`config.mk`:
```
export PLATFORM = sky130hd
export DESIGN_NAME = lab2_nibble_serial_sub
export DESIGN_NICKNAME = d
export VERILOG_FILES = /design/src/rtl/lab2_nibble_serial_sub.sv
export SDC_FILE = /design/constraint.sdc
export NUM_CORES = 1
export LEC_CHECK = 0
export ABC_AREA = 1
export CAP_MARGIN = 25
export CORE_UTILIZATION = 50
export CTS_BUF_LIST = sky130_fd_sc_hd__clkbuf_4 sky130_fd_sc_hd__clkbuf_8
export DETAILED_ROUTE_END_ITERATION = 7
export PLACE_DENSITY = 0.8
export SETUP_SLACK_MARGIN = 0.2
export SKIP_CTS_REPAIR_TIMING = 1
export SLEW_MARGIN = 15
export SYNTH_ARGS = -nofsm -noshare
export SYNTH_HDL_FRONTEND = slang
export SYNTH_SLANG_ARGS = --single-unit
export TNS_END_PERCENT = 10
```
`constraint.sdc`:
```
create_clock -name clk -period 2.25 [get_ports clk]
set_input_delay 0.45 -clock clk [delete_from_list [all_inputs] [get_ports clk]]
set_output_delay 0.45 -clock clk [all_outputs]
set_load 0.02 [all_outputs]
```
`src/rtl/lab2_nibble_serial_sub.sv`:
```
// -----------------------------------------------------------------------------
// lab2_nibble_serial_sub
//   Nibble-serial subtractor sequencer: computes diff = a - b - bin over
//   NIBBLES clocks by driving an external combinational 4-bit borrow-lookahead
//   slice one nibble per cycle (least significant nibble first) and collecting
//   its Diff/Bout. Start/busy/done handshake toward the host.
//
//   Optional feature macro: SUB_OVF_EN -- adds the registered signed-overflow
//   output ovf, updated on the same edge as bout.
//
// Parameters
//   NIBBLES     operand width in nibbles (1..16), W = 4*NIBBLES
//
// Ports
//   clk         in   1  rising-edge clock
//   rst         in   1  asynchronous, active-high reset
//   start       in   1  operation request, sampled only in IDLE
//   a, b        in   W  minuend / subtrahend, captured on accepted start
//   bin         in   1  borrow-in, captured on accepted start
//   slice_x     out  4  current nibble of captured a
//   slice_y     out  4  current nibble of captured b
//   slice_bin   out  1  running borrow into the slice
//   slice_diff  in   4  slice difference (combinational, same cycle)
//   slice_bout  in   1  slice borrow-out (combinational, same cycle)
//   busy        out  1  high while nibbles are being processed
//   done        out  1  one-cycle pulse when diff/bout are valid
//   diff        out  W  registered result
//   bout        out  1  final borrow-out (a < b + bin, unsigned)
//   ovf         out  1  signed overflow (SUB_OVF_EN only)
// -----------------------------------------------------------------------------
module lab2_nibble_serial_sub #(
  parameter int NIBBLES = 4
) (
  input  logic                   clk,
  input  logic                   rst,
  input  logic                   start,
  input  logic [4*NIBBLES-1:0]   a,
  input  logic [4*NIBBLES-1:0]   b,
  input  logic                   bin,
  output logic [3:0]             slice_x,
  output logic [3:0]             slice_y,
  output logic                   slice_bin,
  input  logic [3:0]             slice_diff,
  input  logic                   slice_bout,
  output logic                   busy,
  output logic                   done,
  output logic [4*NIBBLES-1:0]   diff,
  output logic                   bout
`ifdef SUB_OVF_EN
  ,
  output logic                   ovf
`endif
);

  localparam int W     = 4 * NIBBLES;
  localparam int CNT_W = (NIBBLES > 1) ? $clog2(NIBBLES) : 1;
  localparam logic [CNT_W-1:0] LAST_CNT = CNT_W'(NIBBLES - 1);

  localparam logic [1:0] S_IDLE = 2'd0;
  localparam logic [1:0] S_RUN  = 2'd1;
  localparam logic [1:0] S_DONE = 2'd2;

  logic [1:0]       r_state;
  logic [CNT_W-1:0] r_cnt;
  logic             r_borrow;
  logic             r_busy;
  logic             r_done;
  logic [W-1:0]     r_a;
  logic [W-1:0]     r_b;
  logic [W-1:0]     r_diff;
  logic             r_bout;
  logic [3:0]       w_x;
  logic [3:0]       w_y;

  // Nibble select by comparison against every index; keeps the select free
  // of index-width corner cases across the whole NIBBLES range.
  always_comb begin
    w_x = '0;
    w_y = '0;
    for (int i = 0; i < NIBBLES; i++) begin
      if (r_cnt == CNT_W'(i)) begin
        w_x = r_a[4*i +: 4];
        w_y = r_b[4*i +: 4];
      end
    end
  end

`ifdef SUB_OVF_EN
  logic r_ovf;
  logic w_ovf_next;

  // The slice's MSB output on the final nibble is the result sign bit.
  assign w_ovf_next = (r_a[W-1] != r_b[W-1]) && (slice_diff[3] != r_a[W-1]);
  assign ovf        = r_ovf;

  always_ff @(posedge clk or posedge rst) begin
    if (rst) begin
      r_ovf <= 1'b0;
    end else if (r_state == S_RUN && r_cnt == LAST_CNT) begin
      r_ovf <= w_ovf_next;
    end
  end
`endif

  always_ff @(posedge clk or posedge rst) begin
    if (rst) begin
      r_state  <= S_IDLE;
      r_cnt    <= '0;
      r_borrow <= 1'b0;
      r_busy   <= 1'b0;
      r_done   <= 1'b0;
      r_a      <= '0;
      r_b      <= '0;
      r_diff   <= '0;
      r_bout   <= 1'b0;
    end else begin
      case (r_state)
        S_IDLE: begin
          if (start) begin
            r_a      <= a;
            r_b      <= b;
            r_borrow <= bin;
            r_cnt    <= '0;
            r_busy   <= 1'b1;
            r_state  <= S_RUN;
          end
        end
        S_RUN: begin
          for (int i = 0; i < NIBBLES; i++) begin
            if (r_cnt == CNT_W'(i)) r_diff[4*i +: 4] <= slice_diff;
          end
          r_borrow <= slice_bout;
          if (r_cnt == LAST_CNT) begin
            r_bout  <= slice_bout;
            r_busy  <= 1'b0;
            r_done  <= 1'b1;
            r_state <= S_DONE;
          end else begin
            r_cnt <= r_cnt + CNT_W'(1);
          end
        end
        S_DONE: begin
          // start is deliberately ignored here
          r_done  <= 1'b0;
          r_state <= S_IDLE;
        end
        default: begin
          r_busy  <= 1'b0;
          r_done  <= 1'b0;
          r_state <= S_IDLE;
        end
      endcase
    end
  end

  assign slice_x   = w_x;
  assign slice_y   = w_y;
  assign slice_bin = r_borrow;
  assign busy      = r_busy;
  assign done      = r_done;
  assign diff      = r_diff;
  assign bout      = r_bout;

endmodule
```
==> impl_summary.md <==
Final layout
The final layout contains 430 nets. The finished layout holds 453 standard cells, fillers aside. In the final layout, the share of cells above drive strength 1 is a little over an eighth.

0 antenna diodes ended up in the layout. The relative area change from synthesis to final layout is 36.6%.

Setup path
The register-to-register setup slack is 0.73 ns. In this design, the critical path's most frequently occurring cell is sky130_fd_sc_hd__nand2_1. On the worst path, the slowest cell contributes a delay of 0.45 ns. The arrival time of the worst setup path is approximately 1.6 ns. The maximum fanout along the worst path is 9. The kind of critical path is reg -> out. On the critical path, the stage with the largest delay is an instance of sky130_fd_sc_hd__dfrtp_2. The data required time at the worst endpoint is approximately 1.8 ns. The reg-to-reg endpoint is bout. The logic depth of the worst register-to-register path is 6. The kind of end point of the critical path is a primary output. The startpoint of the worst-slack reg-to-reg timing path is r_cnt[0]. The worst setup path is launched from a flip-flop. The critical path goes through inv_4, ha_4, buf_8, a21oi_2, nand2_1, nand2_1, nand2_1, buf_4.

STA
The final number of hold-violating endpoints is 0. The worst slew slack as a fraction of its limit is 72.4%. The final setup TNS is 0 ns. The clock arrives with 0.00696 ns of skew. The total setup violations reported at the end of the flow is 0. Setup repair after global routing could not meet its margin everywhere. Across all hold checks on the routed design, the worst slack comes to 0.488 ns. The fraction of the cycle the final worst path needs is 92.7%. The post-route minimum period is between 2 and 2.5 ns. Derived from the worst setup path, the maximum achievable clock frequency is 0.480 GHz. The max-slew violation total from the final report is 0. At the pin with the least slew margin, the transition time is 0.414 ns.

Clock network
CTS placed an instance of sky130_fd_sc_hd__clkbuf_8 at the clock tree root. TritonCTS built the clock tree. The clock latency reported for the late side of the worst-skew pair is about 0.31 ns. The sink count of the clock tree is 56.

The number of H-tree levels is 2. Counting along the longest clock path gives a buffer depth of 2. After clock tree synthesis, the clock-pin slew on the worst setup and hold paths is 0.09 ns.

Buffers inserted during clock tree synthesis total 5.

Power and ir drop
The static leakage is 1.78 nW. The share of total power dissipated in sequential elements is a little over a third. The power per standard cell area is 1470 nW/µm². Summed over all nets, the switching power comes to 2.24 mW. The internal portion of total power is 2.95 mW. In this run, the combinational gates consume between 50% and 60% of the power.

Of the total power, the clock network draws 11.0%. The highest ir drop seen on vdd is 0.751 mV. The switching fraction of total power is 43.1%.

GRT
The maximum number of pins on one net before global-route repair is 57. The first global-routing pass estimated 9.35 mm of wire. The number of antenna violations at the first check in global routing is 0. Across every metal layer, demand over resource in global routing totals 22.8%. The aggregate global routing overflow is 0. The number of global-route vias before repair is 2,100.

Synthesis
Summed over all instances, the cell type with the most area after synthesis is sky130_fd_sc_hd__dfrtp_1. The area share of the largest cell type after synthesis is 54.3%. The number of synthesized register bits is 56. The post-synthesis cell type count is 17. The number of nets handed over by synthesis was 360. After synthesis, the cell types taking the most area are sky130_fd_sc_hd__dfrtp_1, sky130_fd_sc_hd__nand2_1, sky130_fd_sc_hd__nand3_1, sky130_fd_sc_hd__inv_1, sky130_fd_sc_hd__a21oi_1.

During synthesis, Yosys emitted a total of 0 warnings. The instance count of the mapped netlist is around 320. The mean instance size in the synthesized netlist is 8.19 µm². The cell area after synthesis is ~2600 µm².

Of the synthesized area, sequential elements account for 54.3%.

Die
The initialized floorplan defines 25 standard-cell rows. The die covers between 5000 and 6000 µm². For this configuration, the core starts out at a cell density of 53.2%. The I/O pin count is 69.

Measured along the x axis, the die boundary spans 73.8 µm. From bottom edge to top edge, the die measures 73.8 µm. In this run the standard cell core region covers 4850 µm².

Place
The number of placed instances, taps included is 443. The placer's final routability congestion estimate is 0.802. The count of input and output buffers is 68. Summed over all nets, the half-perimeter wirelength after detailed placement is between 4 and 5 mm.

Drt
In the final routed layout, each cell accounts on average for 13.2 µm. The detailed router finished its first iteration with between 100 and 150 violations. For this run, the detailed router's first-pass iteration total came to 4. The total wire length after detailed routing is roughly 6.0 mm. Once detail routing completed, the nets flagged for antenna violations numbered 0. The routed layout has 2,235 vias. For this run, design rule violations remaining after detail routing come to 0. The routed via count divided by cell count is 4.93.

Min path
The endpoint of the worst hold path is diff[6]. In this run the most critical hold path is launched from diff[6]. The worst hold path passes through 2 cells. The path class of the tightest hold or removal check is reg -> reg.

Flow run
The number of violations of the max-capacitance limit is 0.

Outcome
The flow ran to the end, and the final reports show no timing, DRC or antenna violations.
==> worst max-delay path, delay by kind of cell, from the launching register on <==
family | cells | cell delay, ns
flops | 1 | 0.45
buf+inv | 3 | 0.35
simple gates | 3 | 0.19
fa+ha+maj | 1 | 0.17
compound gates | 1 | 0.16
==> per-layer routing <==
layer	routed length [µm]	part of all wire [%]	GRT usage (%)
met4	76	1.3	6.84
met1	2660	45	30.7
met5	0	0	0
met2	2940	49	37.4
met3	282	4.7	4.39
==> power by group through the flow <==
stage          logic (mW)  clock network (mW)  registers [mW]
3_3_place_gp         2.64                   0            1.78
2_1_floorplan        1.47                   0            1.95
3_5_place_dp         2.72                   0            1.78
4_1_cts              2.73               0.583            1.78
6_report             2.80               0.569            1.82
5_1_grt              3.10               0.618            1.87
==> final cells by class <==
cell class	count	area, µm²
clock buffer	7	90.1
timing repair buffer	80	795
multi-input combinational	219	1050
fill	389	1330
tap	67	83.8
clock inverter	1	7.51
inverter	23	91.3
sequential	56	1400
==> flip-flops by register name (all words and copies together) (netlist names) <==
signal,flops
busy,1
done,1
diff,16
r_a,16
slice_bin,1
bout,1
r_b,16
r_state,2
r_cnt,2
==> per-stage QoR <==
stage | setup slack, ns | utilization [%] | power, mW | area [µm²]
final | 0.165 | 72.6 | 5.19 | 3520
after CTS | -0.349 | 70.9 | 5.08 | 3440
after floorplan | 0.429 | - | 3.42 | 2580
after global placement | 0.0750 | 68.9 | 4.42 | 3340
after detailed placement | 0.0132 | 68.9 | 4.50 | 3340
after global routing | 0.103 | 72.6 | 5.59 | 3520
==> layout by cell type (no fill, tap or decap), types with 2 or more instances in the layout <==
master                              n
sky130_fd_sc_hd__nand2_1          134
sky130_fd_sc_hd__clkdlybuf4s50_1   60
sky130_fd_sc_hd__dfrtp_1           54
sky130_fd_sc_hd__nand3_1           44
sky130_fd_sc_hd__inv_1             18
sky130_fd_sc_hd__o21ai_0           12
sky130_fd_sc_hd__buf_4             11
sky130_fd_sc_hd__a21oi_1           10
sky130_fd_sc_hd__a21oi_2            6
sky130_fd_sc_hd__clkbuf_8           6
sky130_fd_sc_hd__o21ai_2            4
sky130_fd_sc_hd__inv_2              3
sky130_fd_sc_hd__ha_4               3
sky130_fd_sc_hd__clkbuf_2           3
sky130_fd_sc_hd__inv_4              2
sky130_fd_sc_hd__nand4_1            2
sky130_fd_sc_hd__buf_12             2
sky130_fd_sc_hd__dfrtp_2            2
==> cells by family after synthesis <==
group                    share of synthesized area [%]
AO/OA/AOI/OAI                                     6.79
AND/OR/NAND/NOR                                   29.5
flip-flops                                        54.3
adder cells (fa/ha/maj)                           1.94
buffers and inverters                             7.42
==> synthesized netlist by cell type <==
cell type / n
sky130_fd_sc_hd__nor2_1: 1
sky130_fd_sc_hd__buf_2: 9
sky130_fd_sc_hd__nor2_4: 1
sky130_fd_sc_hd__buf_1: 1
sky130_fd_sc_hd__nand3_2: 1
sky130_fd_sc_hd__inv_1: 22
sky130_fd_sc_hd__o21ai_0: 12
sky130_fd_sc_hd__nand2_1: 134
sky130_fd_sc_hd__nand4_1: 2
sky130_fd_sc_hd__clkbuf_1: 3
sky130_fd_sc_hd__buf_6: 4
sky130_fd_sc_hd__dfrtp_1: 56
sky130_fd_sc_hd__ha_1: 4
sky130_fd_sc_hd__a21oi_1: 16
sky130_fd_sc_hd__o21ai_2: 4
sky130_fd_sc_hd__nand3_1: 44
sky130_fd_sc_hd__inv_2: 1
==> worst max path at each step <==
| stage | depth (start not counted) | endpoint | slack, ns | from |
|---|---|---|---|---|
| finish | 8 | slice_x[2] | 0.17 | r_cnt[1] |
| global route | 8 | slice_x[2] | 0.10 | r_cnt[1] |
| CTS | 8 | slice_x[2] | -0.35 | r_cnt[1] |
| detailed placement | 8 | slice_x[2] | 0.01 | r_cnt[1] |
| global placement | 8 | slice_y[3] | 0.08 | r_cnt[1] |
| floorplan | 1 | bout | 0.43 | rst |
Note: power is estimated with default switching activity, not from simulation.
